==> config.mk <==
export PLATFORM = sky130hd
export DESIGN_NAME = hilo_div
export DESIGN_NICKNAME = d
export VERILOG_FILES = /design/src/rtl/hilo_div.sv
export SDC_FILE = /design/constraint.sdc
export NUM_CORES = 1
export LEC_CHECK = 0
export BUFFER_PORTS_ARGS = -buffer_cell sky130_fd_sc_hd__buf_2
export CAP_MARGIN = 20
export CORE_MARGIN = 5
export CORE_UTILIZATION = 60
export DETAILED_ROUTE_END_ITERATION = 7
export PLACE_DENSITY = 0.83
export SYNTH_ARGS = -nofsm -noshare
export SYNTH_HDL_FRONTEND = slang
export SYNTH_SLANG_ARGS = --single-unit
export TNS_END_PERCENT = 100
==> constraint.sdc <==
create_clock -name clk -period 9.96 [get_ports clk]
set_input_delay 0.498 -clock clk [delete_from_list [all_inputs] [get_ports clk]]
set_output_delay 0.498 -clock clk [all_outputs]
set_load 0.01 [all_outputs]
==> src/rtl/hilo_div.sv <==
// Iterative 32-bit restoring divider for MIPS DIV/DIVU.
// Produces {remainder, quotient} for the HI/LO write port, one quotient bit per cycle.
module hilo_div (
    input  logic        clk,
    input  logic        rst,
    input  logic        start_i,
    input  logic        annul_i,
    input  logic        signed_div_i,
    input  logic [31:0] opdata1_i,
    input  logic [31:0] opdata2_i,
    output logic [63:0] result_o,
    output logic        ready_o,
    output logic        busy_o
);
    localparam int unsigned RegWidth = 32;

    typedef enum logic [1:0] {FREE, BYZERO, ON, END} state_t;

    state_t                  r_state;
    state_t                  w_next;
    logic [4:0]              r_cnt;
    logic [RegWidth-1:0]     r_quo;
    logic [RegWidth-1:0]     r_rem;
    logic [RegWidth-1:0]     r_dvs;
    logic                    r_neg_q;
    logic                    r_neg_r;
    logic [2*RegWidth-1:0]   r_result;

    logic [RegWidth:0]       w_diff;
    logic                    w_qbit;
    logic [RegWidth-1:0]     w_rem_next;
    logic [RegWidth-1:0]     w_quo_next;
    logic [RegWidth-1:0]     w_quo_fix;
    logic [RegWidth-1:0]     w_rem_fix;
    logic [RegWidth-1:0]     w_abs1;
    logic [RegWidth-1:0]     w_abs2;

    // r_quo starts as |dividend| and its MSBs are consumed as quotient bits shift in.
    always_comb begin
        w_diff     = {r_rem, r_quo[RegWidth-1]} - {1'b0, r_dvs};
        w_qbit     = ~w_diff[RegWidth];
        w_rem_next = w_qbit ? w_diff[RegWidth-1:0] : {r_rem[RegWidth-2:0], r_quo[RegWidth-1]};
        w_quo_next = {r_quo[RegWidth-2:0], w_qbit};
        w_quo_fix  = r_neg_q ? (~w_quo_next + 32'd1) : w_quo_next;
        w_rem_fix  = r_neg_r ? (~w_rem_next + 32'd1) : w_rem_next;
        w_abs1     = (signed_div_i && opdata1_i[31]) ? (~opdata1_i + 32'd1) : opdata1_i;
        w_abs2     = (signed_div_i && opdata2_i[31]) ? (~opdata2_i + 32'd1) : opdata2_i;
    end

    always_ff @(posedge clk or posedge rst) begin
        if (rst) begin
            r_state <= FREE;
        end else begin
            r_state <= w_next;
        end
    end

    always_comb begin
        w_next = r_state;
        case (r_state)
            FREE: begin
                if (start_i && !annul_i) begin
                    w_next = (opdata2_i == '0) ? BYZERO : ON;
                end
            end
            BYZERO: w_next = annul_i ? FREE : END;
            ON: begin
                if (annul_i) begin
                    w_next = FREE;
                end else if (r_cnt == 5'd31) begin
                    w_next = END;
                end
            end
            END: begin
                if (!start_i) begin
                    w_next = FREE;
                end
            end
            default: w_next = FREE;
        endcase
        busy_o   = (r_state == ON) || (r_state == BYZERO);
        ready_o  = (r_state == END);
        result_o = (r_state == END) ? r_result : '0;
    end

    always_ff @(posedge clk or posedge rst) begin
        if (rst) begin
            r_cnt    <= '0;
            r_quo    <= '0;
            r_rem    <= '0;
            r_dvs    <= '0;
            r_neg_q  <= 1'b0;
            r_neg_r  <= 1'b0;
            r_result <= '0;
        end else begin
            case (r_state)
                FREE: begin
                    r_result <= '0;
                    if (start_i && !annul_i) begin
                        r_quo   <= w_abs1;
                        r_dvs   <= w_abs2;
                        r_rem   <= '0;
                        r_cnt   <= '0;
                        r_neg_q <= signed_div_i & (opdata1_i[31] ^ opdata2_i[31]);
                        r_neg_r <= signed_div_i & opdata1_i[31];
                    end
                end
                BYZERO: r_result <= '0;
                ON: begin
                    if (!annul_i) begin
                        r_rem <= w_rem_next;
                        r_quo <= w_quo_next;
                        r_cnt <= r_cnt + 5'd1;
                        if (r_cnt == 5'd31) begin
                            r_result <= {w_rem_fix, w_quo_fix};
                        end
                    end
                end
                default: ;
            endcase
        end
    end
endmodule

# Word level (Yosys, flattened, before mapping)
# Cells that the tools add are included.
[totals] reg_bits=169 elab_cells=70 in_bits=69
[classes] n_mux=25 eq_ne=9 n_addsub=6 n_reduce_logical=14 bitwise=8
[ops] operator="$mux 32" n=9
[ops] operator="$mux 64" n=3
[ops] operator="$add 32x1->32 const B" n=4
[ops] operator="$not 32->32" n=4
[ops] operator="$pmux 32 s2" n=2
[ops] operator="$pmux 64 s2" n=1
[ops] operator="$sub 33x32->33" n=1
[ops] operator="$logic_not 32->1" n=1
[ops] operator="$mux 2" n=6
[ops] operator="$mux 5" n=2
[ops] operator="$pmux 5 s2" n=1
[ops] operator="$reduce_and 3->1" n=3
[ops] operator="$ne 2x2->1 const B" n=4
[ops] operator="$pmux 2 s4" n=1
[ops] operator="$add 5x1->5 const B" n=1
[ops] operator="$eq 5x5->1 const B" n=1
[ops] operator="$eq 2x2->1 const B" n=2
[ops] operator="$reduce_bool 2->1" n=2
[ops] operator="$logic_and 1x1->1" n=3
[ops] operator="$ne 3x3->1 const B" n=1
[ops] operator="$and 1x1->1" n=2
[ops] operator="$eq 2x1->1 const B" n=1
[ops] operator="$logic_not 2->1" n=1
[ops] operator="$reduce_and 2->1" n=1
[ops] operator="5 further kinds" n=5

# Longest topological paths before layout
[depth] ltp_word=8 mapped_depth=25 depth_no_buf=20

# Worst setup path before layout
# Ideal clock, no wire load.
[synth_path] path_type="reg-to-reg" from="register r_quo[31]" to="register r_result[60]" path_buffers=5 setup_ns=0.070 stages_incl_launch_ff=25 setup_slack_ns=4.748 t_arrival_ns=5.142 path_cell_list="dfrtp_1 > inv_1 > ha_1 > fa_1 > nand2b_1 > a211o_1 > a21o_1 > a21o_1 > a311o_1 > buf_6 > nand2_4 > buf_2 > buf_2 > buf_2 > buf_2 > nand2_1 > o21ai_0 > ha_1 > nand3_1 > nor4_1 > nand2_1 > o31a_1 > o31a_1 > or4b_1 > nand3_1"
[synth_between] elab_chain_cells=8
[synth_lines] item="start: declaration" line="22" text="logic [RegWidth-1:0] r_quo;"
[synth_lines] item="start signal: assignment" line="100" text="r_quo <= w_abs1;"
[synth_lines] item="start signal: assignment" line="112" text="r_quo <= w_quo_next;"
[synth_lines] item="$sub 33x32->33" line="40" text="w_diff = {r_rem, r_quo[RegWidth-1]} - {1'b0, r_dvs};"
[synth_lines] item="$mux 32 (*)" line="42" text="w_rem_next = w_qbit ? w_diff[RegWidth-1:0] : {r_rem[RegWidth-2:0], r_quo[RegWidth-1]};"
[synth_lines] item="$not 32->32" line="45" text="w_rem_fix = r_neg_r ? (~w_rem_next + 32'd1) : w_rem_next;"
[synth_lines] item="$add 32x1->32" line="45"
[synth_lines] item="$mux 32 (*)" line="45"
[synth_lines] item="$mux 64 (*)" line="114" text="if (r_cnt == 5'd31) begin"
[synth_lines] item="$mux 64 (*)" line="110" text="if (!annul_i) begin"
[synth_lines] item="$pmux 64 s2 (*)" line="96" text="case (r_state)"
[synth_lines] item="end signal: assignment" line="115" text="r_result <= {w_rem_fix, w_quo_fix};"
[synth_lines] item="end: declaration" line="27" text="logic [2*RegWidth-1:0] r_result;"
# Every way passes the cells marked *; elsewhere a longest branch is shown, timed or not. The select of a mux whose other input is x is not followed.
# A chain may end at the register's enable or synchronous reset.

# Worst setup path after layout
# Same ends and word-level chain as after synthesis.

==> flow_summary.toml <==
[timing]
rsz0062_at_grt = "false"
setup_viol = 0
tns_ns = 0
slew_headroom_pct = 29.4
finalHoldViolations = 0
skew_ns = 0.0135
slew_viol_final = 0
min_period_over_period_pct = 56.5
fin_crit_ns = 5.63
worst_pin_slew_ns = 1.06
fmax_mhz = 178

[synth]
synth_top_area_cell = "dfrtp_1"
synth_edf_count = 0
ys_seq_area_share_pct = 34.0
synth_fp_nets = 1670
ys_types = 81
synth_top_flop_cell = "dfrtp_1"
ys_ff_latch = 169
avgSynthCellArea_um2 = 7.98
async_flop_share_pct = 100
netlist_area_um2 = 12400
syn_inst = 1558
synth_area_leaders = "dfrtp_1, o21ai_0, nand2_1, xor2_1, xnor2_1"
yosysTopAreaCellShare_pct = 34.0
ys_warn_count = 0

[clocking]
clk_pin_slew_worst_paths_ns = 0.08
clockBufferDepth = 2
ctsHoldBuffers = 0
htreeDepth = 4
cts_resized = 0
clkLatencyLatePin_ns = 0.44
cts_setup_buffers = 0
cts.sinks = 169
cts_tree = "yes"
numCtsBuffers = 17
root_buffer = "clkbuf_16"

[setup_path]
cp-start-kind = "flop"
cp_max_fo = 49
crit_type = "flop to flop"
worstPathRequired_ns = 10.26
endpoint_kind = "flop"
arrival_ns = 5.92

[flow_run]
maxCapViolCount = 0

[place]
gp_congestion = 0.986
io_buffers = 134
dp_hpwl_mm = 25.9

[global_route]
grt_max_degree = 89
antenna_found_initial = 0
overflow = 0
grt.total_usage_pct = 29.2
grt_first_pass_wirelength_mm = 57.2
grt_pass1_vias = 10810

[drt]
drtIter0Drc = 1278
drc = 0
wl_mm = 35.0
viasPerCell = 6.17
drtPass1Iterations = 6
antenna_left = 0
routed-via-count = 11842
wl_per_cell_um = 18.2

[final_layout]
drive_gt1_share_pct = 12.4
num_antenna_cells = 0
nets = 1749
area_growth_pct = 11.5

[floorplanning]
coreArea_um2 = 20300
dieWidth_um = 154
floorplan.initialDensity_pct = 61.2
dieHeight_um = 154
io_pins = 135
die_area_um2 = 23700
rows = 52

[outcome]
outcome = "completed"

[hold_path]
worstHoldPathType = "input port to async pin"
==> cell type report <==
class                      instances  area, um2
multi-input combinational       1251       7670
sequential                       169       4230
fill                            1697       6440
inverter                          56        215
tap                              270        338
clock inverter                    15        214
timing repair buffer             142        763
clock buffer                      17        425
==> through the flow <==
stage | setup slack [ns] | hold slack, ns | util, % | std cells | area (um2)
2_1_floorplan | 4.75 | 0.440 | - | 1558 | 12400
3_3_place_gp | 4.77 | 0.453 | 64.9 | 1886 | 13200
3_5_place_dp | 4.60 | 0.461 | 64.9 | 1886 | 13200
4_1_cts | 4.47 | 0.237 | 68.0 | 1918 | 13800
5_1_grt | 3.97 | 0.261 | 68.3 | 1920 | 13900
6_report | 4.33 | 0.181 | 68.3 | 1920 | 13900
==> sequential cells by signal, indices dropped and copies added, names as in the netlist <==
register and cells:
r_neg_q 1, r_cnt 5, r_quo 32, r_neg_r 1, r_result 64, r_rem 32, r_state 2, r_dvs 32
==> worst max-delay path: stages (launching register included) <==
cell,delay (ns)
dfrtp_1,0.40
inv_1,0.09
ha_1,0.22
fa_1,0.40
nand2b_1,0.18
a211o_1,0.34
a21o_1,0.24
a21oi_1,0.31
o31a_1,0.42
nand2_4,0.46
o21ai_0,0.46
ha_1,0.35
nand3_1,0.10
nor4_1,0.28
nand2_1,0.10
o31a_1,0.16
o31a_1,0.33
o311ai_0,0.49
nand3_1,0.13
==> cell families after synthesis <==
logic type / synth area share (%)
AND/OR/NAND/NOR: 22.7
AO/OA/AOI/OAI: 22.8
flip-flops: 34.0
buffers and inverters: 4.38
XOR/XNOR: 9.23
adder cells (fa/ha/maj): 4.39
multiplexers: 2.46
==> cell usage after synthesis, types with 3 or more instances <==
master / instances
o31ai_1: 27
nand3_1: 22
or2_2: 8
nor2b_1: 5
o21ai_0: 202
a41oi_1: 3
buf_1: 9
o41ai_1: 12
a211oi_1: 5
and2_1: 79
o31a_1: 9
buf_2: 9
nor2_1: 105
nand4_1: 8
o211a_1: 4
mux2i_1: 26
a21oi_1: 106
and4_1: 3
o22ai_1: 15
a31oi_1: 12
clkbuf_1: 62
a22o_1: 8
nor3b_1: 5
o21ai_1: 7
or3_1: 26
nand2b_1: 16
a22oi_1: 4
a21o_1: 10
dfrtp_1: 169
o221ai_1: 3
xnor2_1: 64
mux2_2: 4
ha_1: 42
o211ai_1: 3
xor2_1: 67
nor4_1: 20
o21a_1: 4
nand2_1: 225
and3_1: 8
inv_1: 53
nor3_1: 21
or4_1: 10
==> cells in the final DEF (no fill, tap or decap), types with 20 or more instances in the layout <==
cell,instances
a21oi_1,106
and2_1,79
buf_2,134
dfrtp_1,169
ha_1,40
inv_1,52
mux2i_1,26
nand2_1,225
nand3_1,22
nor2_1,105
nor3_1,21
nor4_1,20
o21ai_0,202
o31ai_1,26
or3_1,26
xnor2_1,64
xor2_1,67
==> final timing paths <==
path,start,to,slack (ns),cells after the start
min reg2reg,r_result[45],r_result[45],0.47,2
min in group clk,opdata2_i[30],r_dvs[30],0.35,3
max in group asynchronous,rst,r_rem[23],8.60,4
max,r_quo[31],r_result[60],4.33,18
max reg2reg,r_quo[31],r_result[60],4.33,18
min,rst,r_result[8],0.18,2
==> per-layer routing <==
layer  global-route usage [%]  vias to the layer above  routed length (um)
li1                         -                     5674                   -
met1                     44.6                     5561               16000
met2                     42.3                      546               15000
met3                     5.71                       61                3360
met4                     8.37                        0                 678
met5                        0                        -                   0
Power is left out: the tool's default activity adds up to more than one toggle a clock period on the data nets, which glitch-free logic cannot reach.
